`config.mk`:
```
export PLATFORM = sky130hd
export DESIGN_NAME = sport_tx_serializer_flat
export DESIGN_NICKNAME = d
export VERILOG_FILES = /design/src/rtl/sport_tx_serializer_pkg.sv /design/src/rtl/sport_tx_serializer_if.sv /design/src/rtl/sport_tx_serializer.sv /design/src/flat_wrapper.sv
export SDC_FILE = /design/constraint.sdc
export NUM_CORES = 1
export LEC_CHECK = 0
export ABC_CLOCK_PERIOD_IN_PS = 5700
export CAP_MARGIN = 0
export CORE_MARGIN = 2
export CORE_UTILIZATION = 50
export CTS_CLUSTER_SIZE = 28
export DETAILED_ROUTE_END_ITERATION = 10
export DONT_BUFFER_PORTS = 1
export HOLD_SLACK_MARGIN = 0.12
export PLACE_DENSITY = 0.73
export SLEW_MARGIN = 20
export SYNTH_ARGS = -nofsm -noshare
export SYNTH_HDL_FRONTEND = slang
export SYNTH_SLANG_ARGS = --single-unit
```
`constraint.sdc`:
```
create_clock -name SCLK -period 5.7 [get_ports SCLK]
set_input_delay 1.14 -clock SCLK [delete_from_list [all_inputs] [get_ports SCLK]]
set_output_delay 1.14 -clock SCLK [all_outputs]
set_load 0.02 [all_outputs]
```
`src/rtl/sport_tx_serializer_pkg.sv`:
```
// Shared definitions for the SPORT0 transmit serializer: FSM encoding,
// word-length limits and the shifter preload helper.
package sport_tx_serializer_pkg;

    typedef enum logic [1:0] {
        ST_IDLE  = 2'd0,
        ST_SYNC  = 2'd1,
        ST_SHIFT = 2'd2
    } sport_state_e;

    localparam logic [3:0] SLEN_MIN = 4'd3;
    localparam logic [3:0] COMP_LEN = 4'd8;

    typedef struct packed {
        logic [15:0] shreg;
        logic [3:0]  cnt;
    } shift_load_t;

    // Left-justify the word so the MSB of the active length sits at bit 15.
    function automatic shift_load_t shift_load(input logic [15:0] tx_word,
                                               input logic [7:0]  log_word,
                                               input logic [3:0]  slen,
                                               input logic        comp_en);
        shift_load_t r;
        logic [3:0]  len_m1;
        len_m1 = (slen < SLEN_MIN) ? SLEN_MIN : slen;
        if (comp_en) begin
            r.shreg = {log_word, 8'h00};
            r.cnt   = COMP_LEN - 4'd1;
        end else begin
            r.shreg = tx_word << (4'd15 - len_m1);
            r.cnt   = len_m1;
        end
        return r;
    endfunction

endpackage

```
`src/rtl/sport_tx_serializer_if.sv`:
```
// Core-side TX buffer bus of SPORT0: write strobe/data and buffer status.
interface sport_tx_serializer_if;
    logic        wr_en;
    logic [15:0] wr_data;
    logic        tx_full;
    logic        tx_irq;
    logic        tx_ovr;

    modport master (output wr_en, wr_data, input tx_full, tx_irq, tx_ovr);
    modport slave  (input wr_en, wr_data, output tx_full, tx_irq, tx_ovr);
endinterface

```
`src/rtl/sport_tx_serializer.sv`:
```
// SPORT0 transmit half: TX buffer, frame-sync generation and MSB-first
// serialization of the linear or companded word onto DT.
//
//   state    | meaning
//   ST_IDLE  | no word in flight, DT/dt_oe/tfs_out low
//   ST_SYNC  | word loaded; emit internal sync or wait for tfs_in
//   ST_SHIFT | shifting bits out, reload on the last bit if a word waits
module sport_tx_serializer
    import sport_tx_serializer_pkg::*;
(
    input  logic                        SCLK,
    input  logic                        RSTn,
    input  logic                        sport_en,
    input  logic [3:0]                  slen,
    input  logic                        comp_en,
    input  logic                        itfs,
    input  logic                        afs,
    input  logic                        tfs_in,
    sport_tx_serializer_if.slave        core,
    output logic [15:0]                 TX,
    input  logic [7:0]                  logTX,
    output logic                        DT,
    output logic                        dt_oe,
    output logic                        tfs_out
);

    sport_state_e state;
    logic [15:0]  shreg;
    logic [3:0]   cnt;
    logic         first_bit;
    logic [15:0]  tx_buf;
    logic         full_q;
    logic         irq_q;
    logic         ovr_q;
    logic         dt_q;
    logic         oe_q;
    logic         tfs_q;
    logic         last_bit;
    logic         load;
    shift_load_t  nxt;

    assign last_bit = (state == ST_SHIFT) && (cnt == 4'd0);
    assign load     = sport_en && full_q && ((state == ST_IDLE) || last_bit);
    assign nxt      = shift_load(tx_buf, logTX, slen, comp_en);

    always_ff @(posedge SCLK or negedge RSTn) begin
        if (!RSTn) begin
            state     <= ST_IDLE;
            shreg     <= 16'h0000;
            cnt       <= 4'd0;
            first_bit <= 1'b0;
            tx_buf    <= 16'h0000;
            full_q    <= 1'b0;
            irq_q     <= 1'b0;
            ovr_q     <= 1'b0;
            dt_q      <= 1'b0;
            oe_q      <= 1'b0;
            tfs_q     <= 1'b0;
        end else begin
            irq_q <= 1'b0;
            ovr_q <= 1'b0;
            dt_q  <= 1'b0;
            oe_q  <= 1'b0;
            tfs_q <= 1'b0;
            if (core.wr_en)
                tx_buf <= core.wr_data;
            if (!sport_en) begin
                state     <= ST_IDLE;
                shreg     <= 16'h0000;
                cnt       <= 4'd0;
                first_bit <= 1'b0;
                full_q    <= 1'b0;
            end else begin
                // A write racing a load refills the buffer without an overrun.
                if (core.wr_en) begin
                    full_q <= 1'b1;
                    ovr_q  <= full_q && !load;
                end else if (load) begin
                    full_q <= 1'b0;
                end
                if (load)
                    irq_q <= 1'b1;

                case (state)
                    ST_IDLE: begin
                        if (load) begin
                            shreg     <= nxt.shreg;
                            cnt       <= nxt.cnt;
                            first_bit <= 1'b1;
                            state     <= (itfs && afs) ? ST_SHIFT : ST_SYNC;
                        end
                    end
                    ST_SYNC: begin
                        if (itfs) begin
                            tfs_q <= 1'b1;
                            state <= ST_SHIFT;
                        end else if (tfs_in) begin
                            // External sync: first bit goes out right away.
                            dt_q      <= shreg[15];
                            oe_q      <= 1'b1;
                            shreg     <= shreg << 1;
                            cnt       <= cnt - 4'd1;
                            first_bit <= 1'b0;
                            state     <= ST_SHIFT;
                        end
                    end
                    ST_SHIFT: begin
                        dt_q      <= shreg[15];
                        oe_q      <= 1'b1;
                        tfs_q     <= itfs && afs && first_bit;
                        shreg     <= shreg << 1;
                        cnt       <= cnt - 4'd1;
                        first_bit <= 1'b0;
                        if (last_bit) begin
                            if (load) begin
                                shreg     <= nxt.shreg;
                                cnt       <= nxt.cnt;
                                first_bit <= 1'b1;
                                if (!itfs)
                                    state <= ST_SYNC;
                                else if (!afs)
                                    tfs_q <= 1'b1;
                            end else begin
                                cnt   <= 4'd0;
                                state <= ST_IDLE;
                            end
                        end
                    end
                    default: state <= ST_IDLE;
                endcase
            end
        end
    end

    assign TX           = tx_buf;
    assign DT           = dt_q;
    assign dt_oe        = oe_q;
    assign tfs_out      = tfs_q;
    assign core.tx_full = full_q;
    assign core.tx_irq  = irq_q;
    assign core.tx_ovr  = ovr_q;

endmodule
```
`src/flat_wrapper.sv`:
```
// flat-port wrapper written by rule: the top's interface ports become plain ports
module sport_tx_serializer_flat import sport_tx_serializer_pkg::*;
  (SCLK, RSTn, sport_en, slen, comp_en, itfs, afs, tfs_in, TX, logTX, DT, dt_oe, tfs_out, core_wr_en, core_wr_data, core_tx_full, core_tx_irq, core_tx_ovr);
  sport_tx_serializer_if core_i ();
  input  logic SCLK;
  input  logic RSTn;
  input  logic sport_en;
  input  logic [3:0] slen;
  input  logic comp_en;
  input  logic itfs;
  input  logic afs;
  input  logic tfs_in;
  output logic [15:0] TX;
  input  logic [7:0] logTX;
  output logic DT;
  output logic dt_oe;
  output logic tfs_out;
  input wire logic [$bits(core_i.wr_en)-1:0] core_wr_en;
  input wire logic [$bits(core_i.wr_data)-1:0] core_wr_data;
  output wire logic [$bits(core_i.tx_full)-1:0] core_tx_full;
  output wire logic [$bits(core_i.tx_irq)-1:0] core_tx_irq;
  output wire logic [$bits(core_i.tx_ovr)-1:0] core_tx_ovr;
  assign core_i.wr_en = core_wr_en;
  assign core_i.wr_data = core_wr_data;
  assign core_tx_full = core_i.tx_full;
  assign core_tx_irq = core_i.tx_irq;
  assign core_tx_ovr = core_i.tx_ovr;
  sport_tx_serializer u_core (.SCLK(SCLK), .RSTn(RSTn), .sport_en(sport_en), .slen(slen), .comp_en(comp_en), .itfs(itfs), .afs(afs), .tfs_in(tfs_in), .core(core_i), .TX(TX), .logTX(logTX), .DT(DT), .dt_oe(dt_oe), .tfs_out(tfs_out));
endmodule
```
==> results.cfg <==
[cells_and_area]
syn_to_final_growth_pct = 3.39
multi_input_area_sq_um = 1850
num-fill-cells = 544
register_area_sq_um = 1130
drive_gt1_share_pct = 11.1
num_antenna_cells = 0
fin_nets = 383

[yosys]
ys_warn_count = 0
synth_area_sq_um = 3140
syn_avg_cell_area_sq_um = 8.82
synth_cell_types = 60
synth_cells = 356
synth_fp_nets = 397
async_reset_ff_share_pct = 100
yosys_most_used_dff = dfrtp_1
synth_seq_area_share_pct = 35.9
synth-edff-count = 0
synth.ff_latch_count = 45

[clocking]
path_clk_slew_ns = 0.09
clkLatencyLatePin_ns = 0.30
hold_buffers = 0
root_buffer = clkbuf_8
post_cts_resized = 0
htreeDepth = 2
cts_buffers = 5
clkSinkCount = 45
cts_tree = done
clk_path_buf_depth = 2
post-cts-setup-buffers = 0

[power]
leakagePower_nw = 1.33
ir_worst_vdd_uv = 235
power_density_nw_per_um2 = 424

[floorplanning]
start_util_pct = 52.4
core_area_sq_um = 5990
pin_count = 58
die_w_microns = 83.2
dieHeight_microns = 83.2
dieArea_sq_um = 6930
num_rows = 28

[setup_path]
critPathMaxFanout = 15
crit_type = reg -> reg
reg2reg_slack_ns = 3.03
cp-end-kind = register
cp.arrival_ns = 2.86
cp.required_ns = 5.90
worstSetupStartpointType = register

[route]
vias_per_cell = 6.68
ant_nets = 0
dr.pass1.iters = 5
dr.first_iter.drc_count = 310
wl_per_cell_microns = 19.0
wl_mm = 7.94
via_count = 2793
drc = 0

[worst_hold_path]
min_path_type = reg -> reg

[timing]
tns_ns = 0
slew_headroom_pct = 58.2
slew_viol_final = 0
grt_setup_unrepaired = no
hold_viol = 0
setup_viol = 0
setup_slack_ns = 3.03
fmaxAchievable_mhz = 375
finalCritPeriodShare_pct = 46.8
post-route-min-period_ns = 2.67
max_slew.worst_pin.slew_ns = 0.625
clock_skew_ns = 0.0126

[place]
place_ws_ns = 3.00
gp_congestion = 0.881
dp_hpwl_mm = 5.65
port_buffers = 0

[global_route]
grt_pass1_vias = 2696
antenna_found_initial = 0
grt_max_degree = 46
track_usage_pct = 23.6
grt_remaining_overflow = 0
grt_pass1_wl_mm = 13.6

[job]
maxCapViolations = 0

[run_status]
status = finished clean
## cells in the mapped netlist, types with 2 or more instances
| cell type | instances | share of area [%] |
|---|---|---|
| or3_1 | 2 | 0.40 |
| nand4_1 | 2 | 0.40 |
| o211ai_1 | 4 | 0.96 |
| ha_1 | 5 | 2.0 |
| buf_2 | 5 | 0.80 |
| dfrtp_1 | 45 | 36 |
| nor2_4 | 2 | 0.72 |
| mux2_2 | 16 | 5.7 |
| a32o_1 | 4 | 1.3 |
| o21bai_1 | 2 | 0.48 |
| o21a_1 | 2 | 0.48 |
| a21oi_1 | 23 | 3.7 |
| and3_1 | 2 | 0.40 |
| nand2b_1 | 7 | 1.4 |
| o31ai_1 | 5 | 1.2 |
| nor3_1 | 9 | 1.4 |
| buf_6 | 2 | 0.72 |
| a221o_1 | 2 | 0.64 |
| nand3_1 | 5 | 0.80 |
| nor2b_1 | 11 | 2.2 |
| clkbuf_1 | 12 | 1.4 |
| a221oi_1 | 2 | 0.56 |
| o2111ai_1 | 3 | 0.84 |
| and2_1 | 4 | 0.80 |
| inv_1 | 13 | 1.6 |
| nand2_1 | 42 | 5.0 |
| o21ai_0 | 39 | 6.2 |
| nor2_1 | 20 | 2.4 |
| mux4_2 | 3 | 2.2 |
| a22o_1 | 11 | 3.1 |
| a31oi_1 | 6 | 1.2 |
| o21ai_1 | 2 | 0.32 |
| a211oi_1 | 2 | 0.48 |
| mux2i_1 | 6 | 1.9 |
| buf_4 | 2 | 0.48 |
| a22oi_1 | 5 | 1.2 |
| o22ai_1 | 5 | 1.0 |
| a21boi_0 | 2 | 0.48 |
## routing by layer
metal | share of wire [%] | track usage (%)
met1 | 45 | 33.7
met5 | 0 | 0
met4 | 1.0 | 4.62
met2 | 45 | 36.9
met3 | 8.8 | 5.27
## metrics by stage
step	instance area (sq um)	util (%)	std cells	hold WS [ns]	power [mW]
floorplan	3140	-	356	0.454	0.989
global placement	3120	52.1	409	0.483	1.09
detailed placement	3120	52.1	409	0.488	1.11
CTS	3240	54.1	417	0.507	1.36
global route	3250	54.2	418	0.502	1.48
finish	3250	54.2	418	0.499	1.38
## sequential cells by signal, summed over array words and instances, names as in the netlist
signal and flops:
u_core.first_bit 1, u_core.TX 16, u_core.core.tx_full 1, u_core.core.tx_ovr 1, u_core.shreg 16, u_core.DT 1, u_core.core.tx_irq 1, u_core.dt_oe 1
u_core.state 2, u_core.tfs_out 1, u_core.cnt 4
## power by group
part / total, mW / switching (mW) / internal [mW]
Clock: 0.253 / 0.110 / 0.143
Combinational: 0.634 / 0.380 / 0.254
Sequential: 0.489 / 0.0930 / 0.396
## critical path, stage by stage, from the launching register on
cell and delay (ns):
dfrtp_1 0.41, inv_1 0.14, ha_1 0.55, or3_1 0.22, o211a_1 0.39, nand2_1 0.25, a21oi_1 0.18, o21ai_1 0.10
o41ai_2 0.32
## logic make-up after synthesis
| group | count (synthesis) | synth area share, % |
|---|---|---|
| DFF | 45 | 35.9 |
| buffers and inverters | 36 | 5.22 |
| adders and majority gates | 5 | 1.99 |
| AOI/OAI and AO/OA | 130 | 28.2 |
| muxes | 25 | 9.80 |
| and+or+nand+nor | 115 | 18.9 |
## cell usage in the layout, fill, tap and decap left out, drive strengths merged, types with 5 or more instances in the layout
cell type  netlist  routed
a22oi            5       5
ha               5       5
o31ai            5       5
dfrtp           45      45
clkbuf          12       7
o21ai           41      41
nand2           42      42
nor2b           11      11
o22ai            5       5
and2             5       5
nand3            5       5
nor3             9       9
a21oi           23      23
inv             13      13
nand2b           7       7
mux2i            6       6
a22o            11      11
nor2            22      22
a31oi            6       6
mux2            16      16
## area by class of cell
type	count	share of cell area, %
repair buffers	1	0.231
clock buffers	7	2.66
well taps	75	2.89
clock inverters	1	0.925
flip-flops and latches	45	34.7
multi-input cells	275	57.0
inverters	14	1.62
## path summary, 6_finish.rpt
path | startpoint | end | depth (start not counted)
setup reg to reg | u_core.state[0] | u_core.shreg[14] | 8
hold reg to reg | u_core.shreg[15] | u_core.DT | 1
hold / removal | u_core.shreg[15] | u_core.DT | 1
setup / recovery | u_core.state[0] | u_core.shreg[14] | 8
min in group asynchronous | RSTn | u_core.state[0] | 0
max in group asynchronous | RSTn | u_core.TX[6] | 0
Note: power is estimated with default switching activity, not from simulation.
